<file path="config.mk">
export PLATFORM = sky130hd
export DESIGN_NAME = button_event_encoder
export DESIGN_NICKNAME = d
export VERILOG_FILES = /design/src/rtl/button_defs_pkg.sv /design/src/rtl/button_event_fifo.sv /design/src/rtl/button_event_encoder.sv
export SDC_FILE = /design/constraint.sdc
export NUM_CORES = 1
export LEC_CHECK = 0
export CAP_MARGIN = 20
export CELL_PAD_IN_SITES_DETAIL_PLACEMENT = 1
export CELL_PAD_IN_SITES_GLOBAL_PLACEMENT = 2
export CORE_ASPECT_RATIO = 1.1
export CORE_MARGIN = 2
export CORE_UTILIZATION = 37
export DETAILED_ROUTE_END_ITERATION = 10
export HOLD_SLACK_MARGIN = 0.1
export PLACE_DENSITY = 0.79
export SLEW_MARGIN = 20
export SYNTH_ARGS = -nofsm -noshare
export SYNTH_HDL_FRONTEND = slang
export SYNTH_SLANG_ARGS = --single-unit
</file>
<file path="constraint.sdc">
create_clock -name clk -period 5.7 [get_ports clk]
set_input_delay 0.57 -clock clk [delete_from_list [all_inputs] [get_ports clk]]
set_output_delay 0.57 -clock clk [all_outputs]
set_load 0.03 [all_outputs]
</file>
<file path="src/rtl/button_defs_pkg.sv">
// Shared definitions for the button event encoder:
// key codes, event types, FSM states and one-hot decode.
package button_defs;

    localparam logic [3:0] KEY_0     = 4'd0;
    localparam logic [3:0] KEY_1     = 4'd1;
    localparam logic [3:0] KEY_2     = 4'd2;
    localparam logic [3:0] KEY_3     = 4'd3;
    localparam logic [3:0] KEY_ENTER = 4'd4;
    localparam logic [3:0] KEY_LEFT  = 4'd5;
    localparam logic [3:0] KEY_RIGHT = 4'd6;
    localparam logic [3:0] KEY_UP    = 4'd7;
    localparam logic [3:0] KEY_DOWN  = 4'd8;

    localparam logic [1:0] EVT_PRESS   = 2'd0;
    localparam logic [1:0] EVT_REPEAT  = 2'd1;
    localparam logic [1:0] EVT_RELEASE = 2'd2;

    localparam int EVT_W = 6;

    typedef enum logic [1:0] {
        ST_IDLE      = 2'd0,
        ST_HELD      = 2'd1,
        ST_REPEATING = 2'd2
    } state_t;

    // Caller masks non-one-hot vectors to zero first.
    function automatic logic [3:0] onehot_to_code(input logic [8:0] v);
        logic [3:0] c;
        c = KEY_0;
        unique case (1'b1)
            v[0]:    c = KEY_0;
            v[1]:    c = KEY_1;
            v[2]:    c = KEY_2;
            v[3]:    c = KEY_3;
            v[4]:    c = KEY_ENTER;
            v[5]:    c = KEY_LEFT;
            v[6]:    c = KEY_RIGHT;
            v[7]:    c = KEY_UP;
            v[8]:    c = KEY_DOWN;
            default: c = KEY_0;
        endcase
        return c;
    endfunction

endpackage

</file>
<file path="src/rtl/button_event_fifo.sv">
// Small event FIFO with registered read/write pointers.
// A push while full succeeds only when a pop frees a slot.
module button_event_fifo #(
    parameter int WIDTH = 6,
    parameter int DEPTH = 4
) (
    input  logic             i_clk,
    input  logic             i_rst_n,
    input  logic             i_push,
    input  logic [WIDTH-1:0] i_data,
    input  logic             i_pop,
    output logic [WIDTH-1:0] o_data,
    output logic             o_empty,
    output logic             o_full,
    output logic             o_drop
);

    localparam int AW = (DEPTH > 1) ? $clog2(DEPTH) : 1;

    logic [WIDTH-1:0] r_mem [DEPTH];
    logic [AW:0]      r_wptr;
    logic [AW:0]      r_rptr;
    logic             w_pop;
    logic             w_push;

    assign o_empty = (r_wptr == r_rptr);
    assign o_full  = (r_wptr[AW] != r_rptr[AW]) &&
                     (r_wptr[AW-1:0] == r_rptr[AW-1:0]);
    assign w_pop   = i_pop && !o_empty;
    assign w_push  = i_push && (!o_full || w_pop);
    assign o_drop  = i_push && o_full && !w_pop;
    assign o_data  = r_mem[r_rptr[AW-1:0]];

    // Pointer advance on accepted push/pop.
    always_ff @(posedge i_clk) begin
        if (!i_rst_n) begin
            r_wptr <= '0;
            r_rptr <= '0;
        end else begin
            if (w_push) r_wptr <= r_wptr + 1'b1;
            if (w_pop)  r_rptr <= r_rptr + 1'b1;
        end
    end

    // Storage write; contents are don't-care until pointed to.
    always_ff @(posedge i_clk) begin
        if (w_push) r_mem[r_wptr[AW-1:0]] <= i_data;
    end

endmodule

</file>
<file path="src/rtl/button_event_encoder.sv">
// Turns resolved button levels into PRESS/REPEAT/RELEASE events.
// Auto-repeat is built only with BUTTON_AUTO_REPEAT_EN defined.
module button_event_encoder #(
    parameter int HOLD_CYCLES   = 16200000,
    parameter int REPEAT_CYCLES = 5400000,
    parameter int CNT_W         = 25,
    parameter int FIFO_DEPTH    = 4
) (
    input  logic       clk,
    input  logic       reset,
    input  logic       button0_in,
    input  logic       button1_in,
    input  logic       button2_in,
    input  logic       button3_in,
    input  logic       button_enter_in,
    input  logic       button_left_in,
    input  logic       button_right_in,
    input  logic       button_up_in,
    input  logic       button_down_in,
    output logic       event_valid,
    input  logic       event_ready,
    output logic [3:0] event_code,
    output logic [1:0] event_type,
    output logic       overflow
);

    import button_defs::*;

    logic [8:0]       w_btn;
    logic             w_valid;
    logic [3:0]       w_code;
    logic             w_held_on;
    state_t           r_state;
    state_t           w_next;
    logic [3:0]       r_held_code;
    logic             w_push;
    logic [3:0]       w_push_code;
    logic [1:0]       w_push_type;
    logic [EVT_W-1:0] w_head;
    logic             w_empty;
    logic             w_full;
    logic             w_drop;
    logic             r_overflow;

    assign w_btn = {button_down_in, button_up_in, button_right_in,
                    button_left_in, button_enter_in, button3_in,
                    button2_in, button1_in, button0_in};

    assign w_valid   = $onehot(w_btn);
    assign w_code    = onehot_to_code(w_valid ? w_btn : 9'd0);
    assign w_held_on = w_valid && (w_code == r_held_code);

`ifdef BUTTON_AUTO_REPEAT_EN
    logic [CNT_W-1:0] r_cnt;
    logic             w_hold_hit;
    logic             w_rep_hit;

    assign w_hold_hit = (r_cnt == CNT_W'(HOLD_CYCLES - 1));
    assign w_rep_hit  = (r_cnt == CNT_W'(REPEAT_CYCLES - 1));

    // Hold/repeat timer: cleared on every event, saturates otherwise.
    always_ff @(posedge clk) begin
        if (!reset) begin
            r_cnt <= '0;
        end else if (r_state == ST_IDLE || w_push) begin
            r_cnt <= '0;
        end else if (r_cnt != '1) begin
            r_cnt <= r_cnt + 1'b1;
        end
    end
`else
    logic w_unused_cfg;
    assign w_unused_cfg = ((HOLD_CYCLES + REPEAT_CYCLES + CNT_W) != 0) ||
                          (EVT_REPEAT != 2'd0);
`endif

    // State and held key registers.
    always_ff @(posedge clk) begin
        if (!reset) begin
            r_state     <= ST_IDLE;
            r_held_code <= 4'd0;
        end else begin
            r_state <= w_next;
            if (r_state == ST_IDLE && w_valid) r_held_code <= w_code;
        end
    end

    // Next-state decode.
    always_comb begin
        w_next = r_state;
        unique case (r_state)
            ST_IDLE: begin
                if (w_valid) w_next = ST_HELD;
            end
            ST_HELD: begin
                if (!w_held_on) w_next = ST_IDLE;
`ifdef BUTTON_AUTO_REPEAT_EN
                else if (w_hold_hit) w_next = ST_REPEATING;
`endif
            end
            ST_REPEATING: begin
                if (!w_held_on) w_next = ST_IDLE;
            end
            default: w_next = ST_IDLE;
        endcase
    end

    // Event generation toward the FIFO.
    always_comb begin
        w_push      = 1'b0;
        w_push_code = r_held_code;
        w_push_type = EVT_PRESS;
        unique case (r_state)
            ST_IDLE: begin
                if (w_valid) begin
                    w_push      = 1'b1;
                    w_push_code = w_code;
                end
            end
            ST_HELD, ST_REPEATING: begin
                if (!w_held_on) begin
                    w_push      = 1'b1;
                    w_push_type = EVT_RELEASE;
                end
`ifdef BUTTON_AUTO_REPEAT_EN
                else if ((r_state == ST_HELD) ? w_hold_hit : w_rep_hit) begin
                    w_push      = 1'b1;
                    w_push_type = EVT_REPEAT;
                end
`endif
            end
            default: w_push = 1'b0;
        endcase
    end

    button_event_fifo #(
        .WIDTH (EVT_W),
        .DEPTH (FIFO_DEPTH)
    ) u_fifo (
        .i_clk   (clk),
        .i_rst_n (reset),
        .i_push  (w_push),
        .i_data  ({w_push_code, w_push_type}),
        .i_pop   (event_ready),
        .o_data  (w_head),
        .o_empty (w_empty),
        .o_full  (w_full),
        .o_drop  (w_drop)
    );

    // Sticky record of any dropped event.
    always_ff @(posedge clk) begin
        if (!reset) r_overflow <= 1'b0;
        else if (w_drop) r_overflow <= 1'b1;
    end

    logic w_unused_full;
    assign w_unused_full = w_full;

    assign event_valid = !w_empty;
    assign event_code  = w_empty ? 4'd0 : w_head[5:2];
    assign event_type  = w_empty ? 2'd0 : w_head[1:0];
    assign overflow    = r_overflow;

endmodule

</file>
==> results of run 1 <==
## through the flow
stage	hold slack [ns]	setup WS [ns]	cell area (um^2)	power, W
2_1_floorplan	0.454	1.42	1710	0.000598
4_1_cts	0.502	0.879	2080	0.000988
3_3_place_gp	0.454	0.778	1940	0.000703
5_1_grt	0.517	0.615	2080	0.00104
6_report	0.491	0.927	2080	0.000972
3_5_place_dp	0.477	0.565	1940	0.000721
## layer usage
layer | vias to the layer above | part of all wire [%]
met2 | 16 | 54
met3 | 2 | 3.1
met4 | 0 | 0.66
met5 | - | 0
met1 | 507 | 42
li1 | 525 | -
## layout make-up
| type | count | share of cell area (%) |
|---|---|---|
| clock buffers | 5 | 3.31 |
| clock inverters | 3 | 3.31 |
| inverters | 17 | 3.06 |
| multi-input cells | 84 | 35.8 |
| flip-flops and latches | 34 | 42.3 |
| well taps | 54 | 3.25 |
| repair buffers | 19 | 9.01 |
## worst register-to-register path, delay by kind of cell (launching register included)
kind | cells | cell delay [ns]
AO/OA/AOI/OAI | 1 | 0.11
XOR/XNOR | 1 | 0.21
flip-flops | 1 | 0.35
AND/OR/NAND/NOR | 3 | 1.05
## logic make-up (layout without fill, tap and decap cells)
family | after synthesis | after routing | synth area share (%)
flops | 34 | 34 | 51.6
fa+ha+maj | 12 | 12 | 11.0
other cells | 1 | 1 | 0.220
buf+inv | 21 | 44 | 4.84
mux | 9 | 9 | 9.01
compound gates | 13 | 13 | 5.13
simple gates | 40 | 40 | 13.6
xor+xnor | 9 | 9 | 4.62
## placed cells by master, fill, tap and decap left out, types with 2 or more instances in the layout
master,netlist,routed
a211oi_1,3,3
a21oi_1,5,5
and2_1,7,7
and2_2,3,3
bufinv_16,0,2
clkbuf_8,0,5
clkdlybuf4s50_1,0,18
dfxtp_1,14,14
edfxtp_1,20,20
fa_1,5,5
ha_1,7,7
inv_1,17,17
mux2i_1,3,3
mux4_2,5,5
nand2_1,8,8
nand3_1,2,2
nor2_1,8,8
nor3_1,3,3
nor4_1,3,3
o21a_1,2,2
xnor2_1,5,5
xor2_1,4,4
## synthesized netlist by cell type
library cell   n  area [um^2]
conb_1         1         3.75
nand3_1        2         10.0
xor2_1         4         35.0
nor3_1         3         15.0
o211ai_1       1         7.51
a21oi_1        5         25.0
nand4b_1       1         8.76
o21a_1         2         15.0
a211oi_1       3         22.5
xnor2_1        5         43.8
nor2_1         8         30.0
fa_1           5          100
nand2b_1       1         6.26
mux2i_1        3         30.0
buf_1          1         3.75
clkbuf_1       2         7.51
and2_1         7         43.8
a2111oi_0      1         8.76
nand3b_1       1         7.51
mux2_2         1         11.3
and2_2         3         22.5
mux4_2         5          113
nor4_1         3         18.8
inv_1         17         63.8
nor3b_1        1         7.51
and3b_1        1         8.76
nor4b_4        1         23.8
buf_4          1         7.51
nand2_1        8         30.0
edfxtp_1      20          601
ha_1           7         87.6
a211o_1        1         8.76
dfxtp_1       14          280
## flip-flops by register name, indices dropped and copies added (netlist names), named ones only
name / flops
u_fifo.r_mem: 20
r_held_code: 4
u_fifo.r_rptr: 3
u_fifo.r_wptr: 3
overflow: 1
r_state: 1
## final timing paths
| kind | start | endpoint | slack, ns |
|---|---|---|---|
| worst min register to register | overflow$_SDFFE_PN0P_ | overflow$_SDFFE_PN0P_ | 0.49 |
| worst max register to register | r_held_code[3]$_SDFFE_PN0P_ | u_fifo.r_mem[0][3]$_DFFE_PP_ | 3.69 |
| worst max-delay path | button1_in | u_fifo.r_mem[0][3]$_DFFE_PP_ | 0.93 |
| worst min-delay path | overflow$_SDFFE_PN0P_ | overflow$_SDFFE_PN0P_ | 0.49 |
## power groups by stage
stage,clock network (W),registers (W),logic [W]
final,0.000262,0.000353,0.000357
after floorplan,0,0.000345,0.000253
after detailed placement,0,0.000360,0.000361
after CTS,0.000271,0.000355,0.000363
after global placement,0,0.000356,0.000347
after global routing,0.000278,0.000359,0.000398
==> out/qor.yml, run 1 <==
status:
  status: "finished clean"
worst_setup_path:
  crit_required_ns: 5.68
  crit_fanout: 5
  endpoint_kind: "register"
  critPathTopFamily: "adder cells"
  critical_path.max_stage_delay_ns: 0.55
  rr_worst_depth: 5
  crit_chain: "clkdlybuf4s50_1 > inv_1 > fa_1 > fa_1 > fa_1 > inv_1 > fa_1 > inv_1 > fa_1 > o211ai_1 > a2111oi_0 > nor4b_4 > nor3b_1 > and2_2"
  cp_num_buf_inv: 4
  worstPathArrival_ns: 4.75
  worstSetupPathType: "input port to register"
  crit_top_cell: "fa_1"
  path_depth: 14
  crit_path_start_kind: "input port"
  crit_slowest_cell: "nor3b_1"
yosys:
  syn-cell-area_um2: 1710
  ys_ff_latch: 34
  ys_types: 33
  syn-instance-count: 139
  syn_nets: 163
  yosysWarnings: 0
  syn_avg_cell_area_um2: 12.3
  yosysSeqAreaShare_pct: 51.6
cells_and_area:
  drive_above_1_share_pct: 11.7
  seq_area_um2: 881
  fillers: 480
  final_util_pct: 47.5
  area_growth_pct: 21.9
  multiInputGateArea_um2: 744
  nets: 185
  n_antenna_cell: 0
  final-instance-count-excl-fill: 216
grt:
  met3_usage_pct: 4.04
  gr-usage-all-layers_pct: 15.4
  first_global_vias: 1104
  grt_remaining_overflow: 0
  top_usage_layer: "met2"
  grt_pass1_wl_mm: 5.58
  antenna_found_initial: 0
  grt_max_degree: 13
  met2_usage_pct: 26.7
  grt_use_met1_pct: 18.5
min_path:
  hold_depth: 1
  min_path_type: "register to register"
die:
  die_h_um: 75.3
  die_area_um2: 5180
  initial_core_util_pct: 39.0
  die_w_um: 68.8
  num_rows: 25
  io_pins: 20
  core-area_um2: 4380
timing:
  finalCritPeriodShare_pct: 83.7
  tightest_slew_ns: 0.628
  fmax_mhz: 210
  hold_violations: 0
  max_slew_margin_pct: 57.7
  setup-violations-final: 0
  skew_ns: 0.00741
  period_minus_slack_ns: 4.77
  setup_tns_ns: 0
  rsz0062_at_grt: "false"
  finalMaxSlewViolations: 0
power:
  power.leakage_nw: 0.791
  switching_share_pct: 33.2
  clkPwrFrac_pct: 27.0
  comb_power_share_pct: 36.7
  pwr-share-seq_pct: 36.3
  internal_power_w: 0.000650
  netSwitchingPower_w: 0.000323
  vdd_drop_max_uv: 208
  p_per_area_nw_per_um2: 467
routing:
  routed_wl_mm: 3.31
  postRouteAntennaNets: 0
  vias_per_cell: 4.86
  num_vias: 1050
  route.detailed.drc: 0
  avgRoutedWirePerCell_um: 15.3
  drt_pass1_iterations: 4
  first_iter_violations: 9
cts:
  cts_num_sinks: 34
  cts_tree: "yes"
  cts_made_buffers: 5
  h-tree-depth: 2
  cts.path.max_buffers: 2
  cts_root_buf: "clkbuf_8"
  insertion_delay_ns: 0.28
  post_cts_buffers: 0
  clk_pin_slew_ns: 0.07
  ctsHoldBuffers: 0
  cts-resized-gates: 0
placement:
  hpwl_mm: 2.73
  gp_congestion: 0.883
  dp_cells: 208
  portBuffers: 18
run:
  cap_violations: 0
Power figures use the tool's default switching activity.
==> run 2: changes to the inputs <==
- clock period: 5.7 -> 4.6 ns (I/O delays scaled with it)
==> run 2 against run 1 <==
Net effect:
- utilization rose by 0.057 points
- non-clock buffer count rose by 4
- clock power is 22% lower
- total power up 14%
- cell count grew 1.9%
- flip-flop and latch count is the same
- worst setup slack lost 0.82 ns
- clock skew is 0.0029 ns lower
- hold slack got worse by 0.00081 ns
- critical path depth up 1
- routed wire length increased by 3.3%
==> out/qor.yml, run 2 (synthesized netlist as in run 1, its figures left out) <==
timing:
  setup_tns_ns: 0  # unchanged
  hold_violations: 0  # unchanged
  fin_ws_ns: 0.104  # was 0.927 ns
  period_minus_slack_ns: 4.50
  setup-violations-final: 0  # unchanged
  rsz0062_at_grt: "true"  # was false
  max_slew_margin_pct: 54.2  # was 57.7%
  skew_ns: 0.00452  # was 0.00741 ns
  tightest_slew_ns: 0.681  # was 0.628 ns
  finalCritPeriodShare_pct: 97.7
  fmax_mhz: 222
  finalMaxSlewViolations: 0  # unchanged
cts:
  clk_pin_slew_ns: 0.07  # about the same
  h-tree-depth: 2  # unchanged
  post_cts_buffers: 0  # unchanged
  insertion_delay_ns: 0.28  # about the same
  cts_made_buffers: 5  # unchanged
  cts.path.max_buffers: 2  # unchanged
  cts_root_buf: "clkbuf_8"  # unchanged
  cts_tree: "yes"  # unchanged
  cts_num_sinks: 34  # unchanged
die:
  die_w_um: 68.8  # unchanged
  initial_core_util_pct: 39.0  # unchanged
  die_area_um2: 5180  # unchanged
  num_rows: 25  # unchanged
  core-area_um2: 4380  # unchanged
  io_pins: 20  # unchanged
  die_h_um: 75.3  # unchanged
worst_setup_path:
  critPathTopFamily: "adder cells"  # unchanged
  cp_num_buf_inv: 5  # was 4
  crit_chain: "clkdlybuf4s50_1 > inv_1 > fa_1 > fa_1 > fa_1 > inv_1 > fa_1 > inv_1 > fa_1 > a211o_1 > a2111oi_4 > nor4b_4 > buf_4 > nor3b_2 > and2_2"  # was clkdlybuf4s50_1 > inv_1 > fa_1 > fa_1 > fa_1 > inv_1 > fa_1 > inv_1 > fa_1 > o211ai_1 > a2111oi_0 > nor4b_4 > nor3b_1 > and2_2
  worstPathArrival_ns: 4.52  # was 4.75 ns
  regToRegSetupSlack_ns: 2.78  # was 3.69 ns
  worstSetupPathType: "input port to register"  # unchanged
  crit_top_cell: "fa_1"  # unchanged
  r2r-start: "r_held_code[3]$_SDFFE_PN0P_"  # unchanged
  r2r_end: "u_fifo.r_mem[0][1]$_DFFE_PP_"  # was u_fifo.r_mem[0][3]$_DFFE_PP_
  crit_required_ns: 4.63  # was 5.68 ns
  crit_slowest_cell: "fa_1"  # was nor3b_1
  endpoint_kind: "register"  # unchanged
  critical_path.max_stage_delay_ns: 0.55  # about the same
  crit_fanout: 5  # unchanged
  crit_path_start_kind: "input port"  # unchanged
  rr_worst_depth: 6  # was 5
cells_and_area:
  mostFrequentLayoutCell: "edfxtp_1"  # unchanged
  finalInstanceArea_um2: 2080  # about the same
  nets: 189  # was 185
  largest_reg_flops: 20  # unchanged
  area_growth_pct: 22.1  # was 21.9%
  n_antenna_cell: 0  # unchanged
  drive_above_1_share_pct: 14.5  # was 11.7%
  final_cell_mix: "20 x edfxtp_1, 18 x clkdlybuf4s50_1, 17 x inv_1"  # unchanged
routing:
  postRouteAntennaNets: 0  # unchanged
  routed_wl_mm: 3.42  # was 3.31 mm
  drt_pass1_iterations: 4  # unchanged
  first_iter_violations: 30  # was 9
  num_vias: 1095  # was 1050
  route.detailed.drc: 0  # unchanged
  avgRoutedWirePerCell_um: 15.5  # was 15.3 um
  vias_per_cell: 4.98  # was 4.86
grt:
  grt_pass1_wl_mm: 5.81  # was 5.58 mm
  first_global_vias: 1185  # was 1104
  antenna_found_initial: 0  # unchanged
  gr-usage-all-layers_pct: 16.1  # was 15.4%
  grt_remaining_overflow: 0  # unchanged
  grt_max_degree: 11  # was 13
min_path:
  worstHoldStart: "overflow$_SDFFE_PN0P_"  # unchanged
  min_path_type: "register to register"  # unchanged
  holdPathEnd: "overflow$_SDFFE_PN0P_"  # unchanged
  hold_depth: 1  # unchanged
power:
  p_per_area_nw_per_um2: 534  # was 467 nW/um^2
  power.leakage_nw: 0.789  # was 0.791 nW
  p_total_w: 0.00111  # was 0.000972 W
  vdd_drop_max_uv: 185  # was 208 uV
run:
  cap_violations: 0  # unchanged
placement:
  hpwl_mm: 2.77  # was 2.73 mm
  place_area_um2: 1970  # was 1940 um^2
  gp_congestion: 0.814  # was 0.883
  dpl_worst_slack_ns: -0.260  # was 0.565 ns
  portBuffers: 18  # unchanged
status:
  status: "finished clean"  # unchanged
run 2: changes by cell type in the layout (fill, tap and decap cells not counted), sizes merged:
cell    previous run  this run
clkinv             1         2
buf                1         5
bufinv             2         0
clkbuf             5         6
run 2: worst max-delay path by stage:
stage                     cells after the start  slack (ns)                           end       start
after floorplan                              13        0.43  u_fifo.r_mem[0][1]$_DFFE_PP_  button0_in
after global placement                       15       -0.28  u_fifo.r_mem[0][3]$_DFFE_PP_  button1_in
after detailed placement                     15       -0.26  u_fifo.r_mem[2][2]$_DFFE_PP_  button0_in
after CTS                                    15        0.02  u_fifo.r_mem[2][2]$_DFFE_PP_  button0_in
after global routing                         15       -0.05  u_fifo.r_mem[0][1]$_DFFE_PP_  button0_in
final                                        15        0.10  u_fifo.r_mem[0][1]$_DFFE_PP_  button0_in
run 2: metal layers:
layer,global-route usage (%),wire (um),vias up,part of all wire (%)
met4,7.84,59,0,1.7
li1,-,-,533,-
met5,0,0,-,0
met3,4.19,77,5,2.3
met1,17.5,1400,541,41
met2,28.8,1890,16,55
run 2: final cells by class:
class	count	area, um^2
inverter	17	63.8
clock buffer	6	72.6
fill	483	2290
clock inverter	2	8.76
tap	54	67.6
multi-input combinational	84	773
timing repair buffer	23	218
sequential	34	881
run 2: where the power goes:
group	internal [W]	total [W]	switching [W]
registers	0.000401	0.000438	0.0000367
clock network	0.000104	0.000204	0.000100
logic	0.000204	0.000471	0.000268
run 2: what timing repair did:
item,in CTS,in global routing
gates cloned,0,0
setup endpoints to repair,15,22
hold buffers,0,0
resized for setup,2,3
endpoints found under the hold margin,0,0
pin swaps,0,1
run 2: stage by stage:
stage / cells / hold WS [ns] / utilization [%]
after floorplan: 139 / 0.454 / -
after global placement: 212 / 0.452 / 45.1
after detailed placement: 212 / 0.463 / 45.1
after CTS: 220 / 0.484 / 47.1
after global routing: 220 / 0.520 / 47.6
final: 220 / 0.490 / 47.6
